**src/rtl/poly_addsub_ctrl.sv**
```systemverilog
// poly_addsub_ctrl: full-polynomial coefficient-wise modular add/sub
// sequencer. r[i] = (a[i] +/- b[i]) mod MODULUS, one beat per cycle.
// Ports:
//   clk, rst                 clock, async active-high reset
//   start, op_sub, hold      pass request, add/sub select, issue stall
//   busy, done, range_err    pass status (range_err is sticky)
//   rd_en, rd_addr           shared operand RAM read port
//   rd_data_a, rd_data_b     operands, valid RD_LAT cycles after rd_en
//   wr_en, wr_addr, wr_data  result RAM write port
module poly_addsub_ctrl #(
  parameter int DATA_WIDTH = 12,
  parameter int MODULUS    = 3329,
  parameter int N          = 256,
  parameter int ADDR_WIDTH = 8,
  parameter int RD_LAT     = 1
) (
  input  logic                  clk,
  input  logic                  rst,
  input  logic                  start,
  input  logic                  op_sub,
  input  logic                  hold,
  output logic                  busy,
  output logic                  done,
  output logic                  range_err,
  output logic                  rd_en,
  output logic [ADDR_WIDTH-1:0] rd_addr,
  input  logic [DATA_WIDTH-1:0] rd_data_a,
  input  logic [DATA_WIDTH-1:0] rd_data_b,
  output logic                  wr_en,
  output logic [ADDR_WIDTH-1:0] wr_addr,
  output logic [DATA_WIDTH-1:0] wr_data
);

  localparam int W1 = DATA_WIDTH + 1;
  localparam logic [W1-1:0] MOD = W1'(MODULUS);
  localparam logic [ADDR_WIDTH-1:0] LAST = ADDR_WIDTH'(N - 1);

  typedef enum logic [1:0] {
    S_IDLE,
    S_RUN,
    S_DRAIN,
    S_DONE
  } state_t;

  state_t                state_q;
  logic [ADDR_WIDTH-1:0] cnt_q;
  logic                  sub_q;
  logic                  busy_q;
  logic                  done_q;

  logic [RD_LAT-1:0]     vld_q;
  logic [ADDR_WIDTH-1:0] pa_q [RD_LAT];
  logic                  wr_en_q;
  logic [ADDR_WIDTH-1:0] wr_addr_q;
  logic [DATA_WIDTH-1:0] wr_data_q;
  logic                  range_q;

  logic                  start_acc;
  logic                  beat_v;
  logic [W1-1:0]         a_x;
  logic [W1-1:0]         b_x;
  logic [W1-1:0]         sum;
  logic [W1-1:0]         dif;
  logic [W1-1:0]         res_x;
  logic                  bad;

  // Issue is combinational so hold gates rd_en in the same cycle.
  assign rd_en     = (state_q == S_RUN) && !hold;
  assign rd_addr   = cnt_q;
  assign start_acc = (state_q == S_IDLE) && start;

  assign busy      = busy_q;
  assign done      = done_q;
  assign range_err = range_q;
  assign wr_en     = wr_en_q;
  assign wr_addr   = wr_addr_q;
  assign wr_data   = wr_data_q;

  // Operands arrive with the oldest valid bit of the pipeline.
  assign beat_v = vld_q[RD_LAT-1];

  always_comb begin
    a_x   = {1'b0, rd_data_a};
    b_x   = {1'b0, rd_data_b};
    sum   = a_x + b_x;
    dif   = a_x - b_x;
    res_x = sum;
    if (sub_q) begin
      res_x = (a_x >= b_x) ? dif : dif + MOD;
    end else begin
      res_x = (sum >= MOD) ? sum - MOD : sum;
    end
    bad = (a_x >= MOD) || (b_x >= MOD);
  end

  always_ff @(posedge clk or posedge rst) begin
    if (rst) begin
      state_q <= S_IDLE;
      cnt_q   <= '0;
      sub_q   <= 1'b0;
      busy_q  <= 1'b0;
      done_q  <= 1'b0;
    end else begin
      unique case (state_q)
        S_IDLE: begin
          done_q <= 1'b0;
          if (start) begin
            state_q <= S_RUN;
            sub_q   <= op_sub;
            cnt_q   <= '0;
            busy_q  <= 1'b1;
          end
        end
        S_RUN: begin
          // The counter parks on the last address so rd_addr holds.
          if (rd_en) begin
            if (cnt_q == LAST) begin
              state_q <= S_DRAIN;
            end else begin
              cnt_q <= cnt_q + 1'b1;
            end
          end
        end
        S_DRAIN: begin
          // Empty valid pipe here means the last write is this cycle.
          if (vld_q == '0) begin
            state_q <= S_DONE;
            busy_q  <= 1'b0;
            done_q  <= 1'b1;
          end
        end
        S_DONE: begin
          done_q  <= 1'b0;
          state_q <= S_IDLE;
        end
        default: begin
          state_q <= S_IDLE;
        end
      endcase
    end
  end

  always_ff @(posedge clk or posedge rst) begin
    if (rst) begin
      vld_q     <= '0;
      for (int i = 0; i < RD_LAT; i++) begin
        pa_q[i] <= '0;
      end
      wr_en_q   <= 1'b0;
      wr_addr_q <= '0;
      wr_data_q <= '0;
      range_q   <= 1'b0;
    end else begin
      vld_q[0] <= rd_en;
      pa_q[0]  <= cnt_q;
      for (int i = 1; i < RD_LAT; i++) begin
        vld_q[i] <= vld_q[i-1];
        pa_q[i]  <= pa_q[i-1];
      end
      wr_en_q <= beat_v;
      if (beat_v) begin
        wr_addr_q <= pa_q[RD_LAT-1];
        wr_data_q <= res_x[DATA_WIDTH-1:0];
      end
      if (start_acc) begin
        range_q <= 1'b0;
      end else if (beat_v && bad) begin
        range_q <= 1'b1;
      end
    end
  end

endmodule
```
**config.mk**
```make
export PLATFORM = sky130hd
export DESIGN_NAME = poly_addsub_ctrl
export DESIGN_NICKNAME = d
export VERILOG_FILES = /design/src/rtl/poly_addsub_ctrl.sv
export SDC_FILE = /design/constraint.sdc
export NUM_CORES = 1
export LEC_CHECK = 0
export ABC_AREA = 1
export CORE_MARGIN = 8
export CORE_UTILIZATION = 24
export DETAILED_ROUTE_END_ITERATION = 8
export PLACE_DENSITY_LB_ADDON = 0.15
export SYNTH_ARGS = -nofsm -noshare
export SYNTH_HDL_FRONTEND = slang
export SYNTH_SLANG_ARGS = --single-unit
```
**constraint.sdc**
```tcl
create_clock -name clk -period 2 [get_ports clk]
set_input_delay 0.6 -clock clk [delete_from_list [all_inputs] [get_ports clk]]
set_output_delay 0.6 -clock clk [all_outputs]
set_load 0.02 [all_outputs]
```
Yosys cells after proc, flatten, opt, wreduce, memory -nomap -nowiden --
Cells that the tools add are included.
Word-level totals: register bits after elaboration 44, bits of input ports 29, output and inout port bits 33, word-level logic and storage cells 64
Operators by class: $add $sub $neg 5, order comparisons 4, equality and inequality tests 9, multiplexer cells 19, reductions and logical operators 16
Operators by type and width (count):
- 2-to-1 mux 12 bit | 3
- greater-or-equal comparator 12 bit (second input constant) | 2
- 2-to-1 mux 8 bit | 3
- case mux 8 bit (2 select lines) | 1
- adder 12 x 12 -> 13 bit | 1
- greater-or-equal comparator 13 x 12 -> 1 bit (second input constant) | 1
- adder 12 bit (second input constant) | 1
- greater-or-equal comparator 12 bit | 1
- subtractor 12 bit | 1
- subtractor 12 bit (second input constant) | 1
- adder 8 x 1 -> 8 bit (second input constant) | 1
- == test 8 bit (second input constant) | 1
- 2-to-1 mux 2 bit | 4
- inequality test 2 bit (second input constant) | 4
- case mux 2 bit (4 select lines) | 1
- AND reduction 4 bit | 2
- nonzero test 2 bit | 4
- 2-to-1 mux 1 bit | 5
- == test 2 bit (second input constant) | 2
- case mux 1 bit (2 select lines) | 2
- AND reduction 2 bit | 2
- logical AND 1 bit | 3
- AND reduction 3 bit | 1
- == test 2 x 1 -> 1 bit (second input constant) | 1
- other kinds (5) | 5

Longest topological paths before layout --
Gate-level depths: netlist (run 1).
depth in word-level cells 5, depth in mapped cells 23

Worst setup path before layout (run 1) --
OpenSTA, ideal clock, no wires.
path kind input port to flip-flop, start input port rd_data_a[0], end register wr_data_q[5], in the netlist wr_data[5], library setup time 118 ps, arrival 2602 ps, required time 1882 ps, setup slack -720 ps, cell stages on the path 19, path buffers 1, path through ha_1 > fa_1 > inv_1 > nand2_2 > nand2_4 > nand2_2 > nor2_4 > nand3_2 > nor2_4 > nand3_1 > nand2_2 > nand2_2 > nand2_2 > nand2_4 > buf_6 > nand2_1 > nand2_1 > a21oi_1 > nor2_1
Between the ends: cells in the longest elaborated chain, start to end 4, elaborated cells between the ends (all ways) 9
RTL lines:
- from (decl) | RTL line 27 | input logic [DATA_WIDTH-1:0] rd_data_a,
- adder 12 x 12 -> 13 bit or subtractor 12 bit (tied branches) | RTL line 85, 86
- subtractor 12 bit (tied with other cells) | RTL line 91 | res_x = (sum >= MOD) ? sum - MOD : sum;
- 2-to-1 mux 12 bit (on tied branches) | RTL line 91, 89
- 2-to-1 mux 12 bit * | RTL line 88 | if (sub_q) begin
- to (signal assigned) | RTL line 163 | wr_data_q <= res_x[DATA_WIDTH-1:0];
- to (decl) | RTL line 55 | logic [DATA_WIDTH-1:0] wr_data_q;
Every way passes the cells marked *; elsewhere a longest branch is shown, timed or not. A chain may end at the register's enable or synchronous reset.

Final worst setup path (run 1) --
start input port rd_data_a[0], end register wr_data_q[11], in the netlist wr_data[11]
Same word-level chain as after synthesis.

==> results of run 1 <==
==> final cells by class <==
cell class                 count  share of cell area
multi-input combinational    488               0.487
timing repair buffer         216               0.244
sequential                    44               0.149
inverter                      95              0.0527
tap                          225              0.0381
clock buffer                   5              0.0170
clock inverter                 3              0.0122
==> routing by layer <==
metal / up-vias / global-route usage / part of all wire
li1: 2468 / - / -
met1: 2215 / 0.178 / 0.47
met2: 54 / 0.233 / 0.49
met3: 11 / 0.0196 / 0.030
met4: 0 / 0.0270 / 0.010
met5: - / 0 / 0
==> cell families after synthesis <==
family	after synthesis	share of synthesized area
flip-flops	44	0.264
AO/OA/AOI/OAI	80	0.109
XOR/XNOR	8	0.0168
AND/OR/NAND/NOR	363	0.389
buffers and inverters	111	0.113
adder cells (fa/ha/maj)	34	0.106
multiplexers	1	0.00240
==> power by group through the flow <==
stage          Combinational, uW  Sequential [uW]  Clock [uW]
2_1_floorplan               1460             1570           0
3_3_place_gp                3150             1370           0
3_5_place_dp                3170             1370           0
4_1_cts                     3440             1360        1220
5_1_grt                     4220             1390        1260
6_report                    3820             1360        1190
==> sequential cells by signal, summed over array words and instances, names as in the netlist <==
name and cells:
range_err 1, wr_en 1, wr_addr 8, sub_q 1, busy 1, done 1, pa_q 8, state_q 2
rd_addr 8, wr_data 12, beat_v 1
==> what timing repair did <==
| item | CTS | global route |
|---|---|---|
| gates cloned | 2 | 0 |
| endpoints found under the hold margin | 0 | 0 |
| endpoints found under the setup margin | 16 | 25 |
| pin swaps | 67 | 75 |
| buffers inserted | 16 | 9 |
| resized for setup | 143 | 179 |
==> metrics by stage <==
step | util | setup WS (ns) | power [uW] | instance area (sq um)
2_1_floorplan | - | -0.571 | 3030 | 4220
3_3_place_gp | 0.351 | -1.37 | 4520 | 6000
3_5_place_dp | 0.351 | -1.42 | 4530 | 6000
4_1_cts | 0.395 | -0.613 | 6020 | 6760
5_1_grt | 0.431 | -0.645 | 6870 | 7380
6_report | 0.431 | -0.496 | 6370 | 7380
==> final timing paths <==
kind / startpoint / endpoint / slack, ns / cells past startpoint
worst max-delay path: rd_data_a[0] / wr_data[11]$_DFFE_PP0P_ / -0.50 / 16
worst min-delay path: pa_q[2]$_DFF_PP0_ / wr_addr[2]$_DFFE_PP0P_ / 0.45 / 2
worst max register to register: rd_addr[0]$_DFFE_PP0P_ / rd_addr[7]$_DFFE_PP0P_ / 0.16 / 12
worst min register to register: pa_q[2]$_DFF_PP0_ / wr_addr[2]$_DFFE_PP0P_ / 0.45 / 2
max in group asynchronous: rst / wr_addr[2]$_DFFE_PP0P_ / 1.13 / 3
min in group asynchronous: rst / done$_DFFE_PP0P_ / 0.65 / 3
==> Yosys cell counts, drive strengths merged, types with 4 or more instances <==
library cell    n  area share
buf            10       0.020
nand3          58       0.074
o21bai          4      0.0072
a21oi          37       0.049
inv            94       0.086
nor3           10       0.013
clkbuf          6      0.0054
dfrtp          44        0.26
o21ai          29       0.036
nand2         217        0.21
nand4           9       0.015
nor2           62       0.066
ha             32       0.096
nor4            6      0.0090
a31oi           4      0.0060
xor2            7       0.015
==> worst reg2reg max path, delay by kind of cell, from the launching register on <==
family | cells | cell delay, ns
buffers and inverters | 1 | 0.05
AO/OA/AOI/OAI | 2 | 0.28
adder cells (fa/ha/maj) | 1 | 0.18
AND/OR/NAND/NOR | 8 | 0.89
flip-flops | 1 | 0.35
==> flow_summary.ini, run 1 <==
[status]
outcome = complete, but fails checks
violations = negative setup slack

[critical_path]
max_stage_delay_ns = 0.46
cpMaxStageDelayCell = fa_2
path_common_cell = nand2_1
endpoint_kind = flip-flop
cp.arrival_ns = 2.67
crit_family = simple AND/OR/NAND/NOR gates
cp.required_ns = 2.18
cp_cell_sequence = buf_12 -> ha_4 -> fa_2 -> inv_4 -> ha_4 -> nand4_1 -> nor2_4 -> nand3_4 -> nand3b_1 -> nand2_2 -> nand2_1 -> nand2_1 -> nand2_1 -> nand2_1 -> nand2_1 -> nand2_1
path_buf_inv = 2
path_class = input port to flip-flop
start_kind = input port
crit_fanout = 4

[yosys]
syn_nets = 704
synth.distinct_cells = 40
synthCells = 641
synth_area_sq_um = 4170
synth-seq-cells = 44
synth_enable_flop_cells = 0
seq_area_frac_synth = 0.264
synth_flop_cell = dfrtp_1
synthArstFlopShare = 1.00
syn_area_per_cell_sq_um = 6.50
yosys_warnings = 0

[routing]
drc = 0
via_per_inst = 4.41
routed_wl_um = 14800
first_pass_iters = 4
drt_iter0_drc = 243
ant_nets = 0
vias = 4748
wl_per_cell_um = 13.7

[floorplanning]
io_pins = 62
die_area_sq_um = 21800
rows = 48
core-area_sq_um = 17100
start_util = 0.243
die_h_um = 148
dieWidth_um = 148

[sta]
setup_viol = 12
max_freq_mhz = 401
rsz0062_at_grt = true
hold_ws_ns = 0.447
tns_ns = -5.73
period_needed_ns = 2.50
tightest_slew_ns = 0.579
skew_ns = 0.00526
slew_viol_final = 0
worst_slack_ns = -0.496
hold_viol = 0
fin_crit_sh = 1.25
slew_headroom = 0.613

[cts]
cts_buffer_depth = 2
clock_latency_ns = 0.28
cts_num_sinks = 44
cts_max_level = 2
cts_inserted_buffers = 5
clk_pin_slew_ns = 0.06
cts_hold_buf = 0
cts_tree = built
clockRootBuffer = clkbuf_16

[finish]
final_common_cell = buf_4
n_antenna_cell = 0
layout-drive-gt1-share = 0.482
area_delta_synth_final_pct = 77.2
fin_cells = 1076
multi_input_area_sq_um = 3590
regArea_sq_um = 1100
fill_cells = 1726
nets = 913
final_cell_mix = buf_4, nand2_1, nand2_2, inv_1, dfrtp_1

[pwr]
combinationalPowerShare = 0.600
power.density_nw_per_um2 = 863
p_clk_frac = 0.187
switching_share = 0.412
leakagePower_uw = 0.00365
power.sequential.fraction = 0.213
internal_power_uw = 3750
vdd_drop_max_uv = 552
switchingPower_uw = 2620

[global_routing]
grt-ovfl-total = 0
grt_pass1_wl_um = 24400
grt_pass1_vias = 4930
grt_max_degree = 45
antenna_found_initial = 0
grt_usage = 0.136

[placement]
dp_cells = 1042
place_hpwl_um = 11500
gp_congestion = 0.832
port_buffers = 61

[flow_run]
drv_cap = 0

[worst_hold_path]
hp-class = flip-flop to flip-flop
(Power assumes the default switching activity.)
==> run 2, diff against run 1 <==
- CAP_MARGIN: unset -> 10
==> results of run 2 <==
Final layout, timing and power as in run 1 (identical DEF).
==> run 3, diff against run 2 <==
- CAP_MARGIN: 10 -> unset
==> results of run 3 <==
Final layout, timing and power as in run 1 (identical DEF).
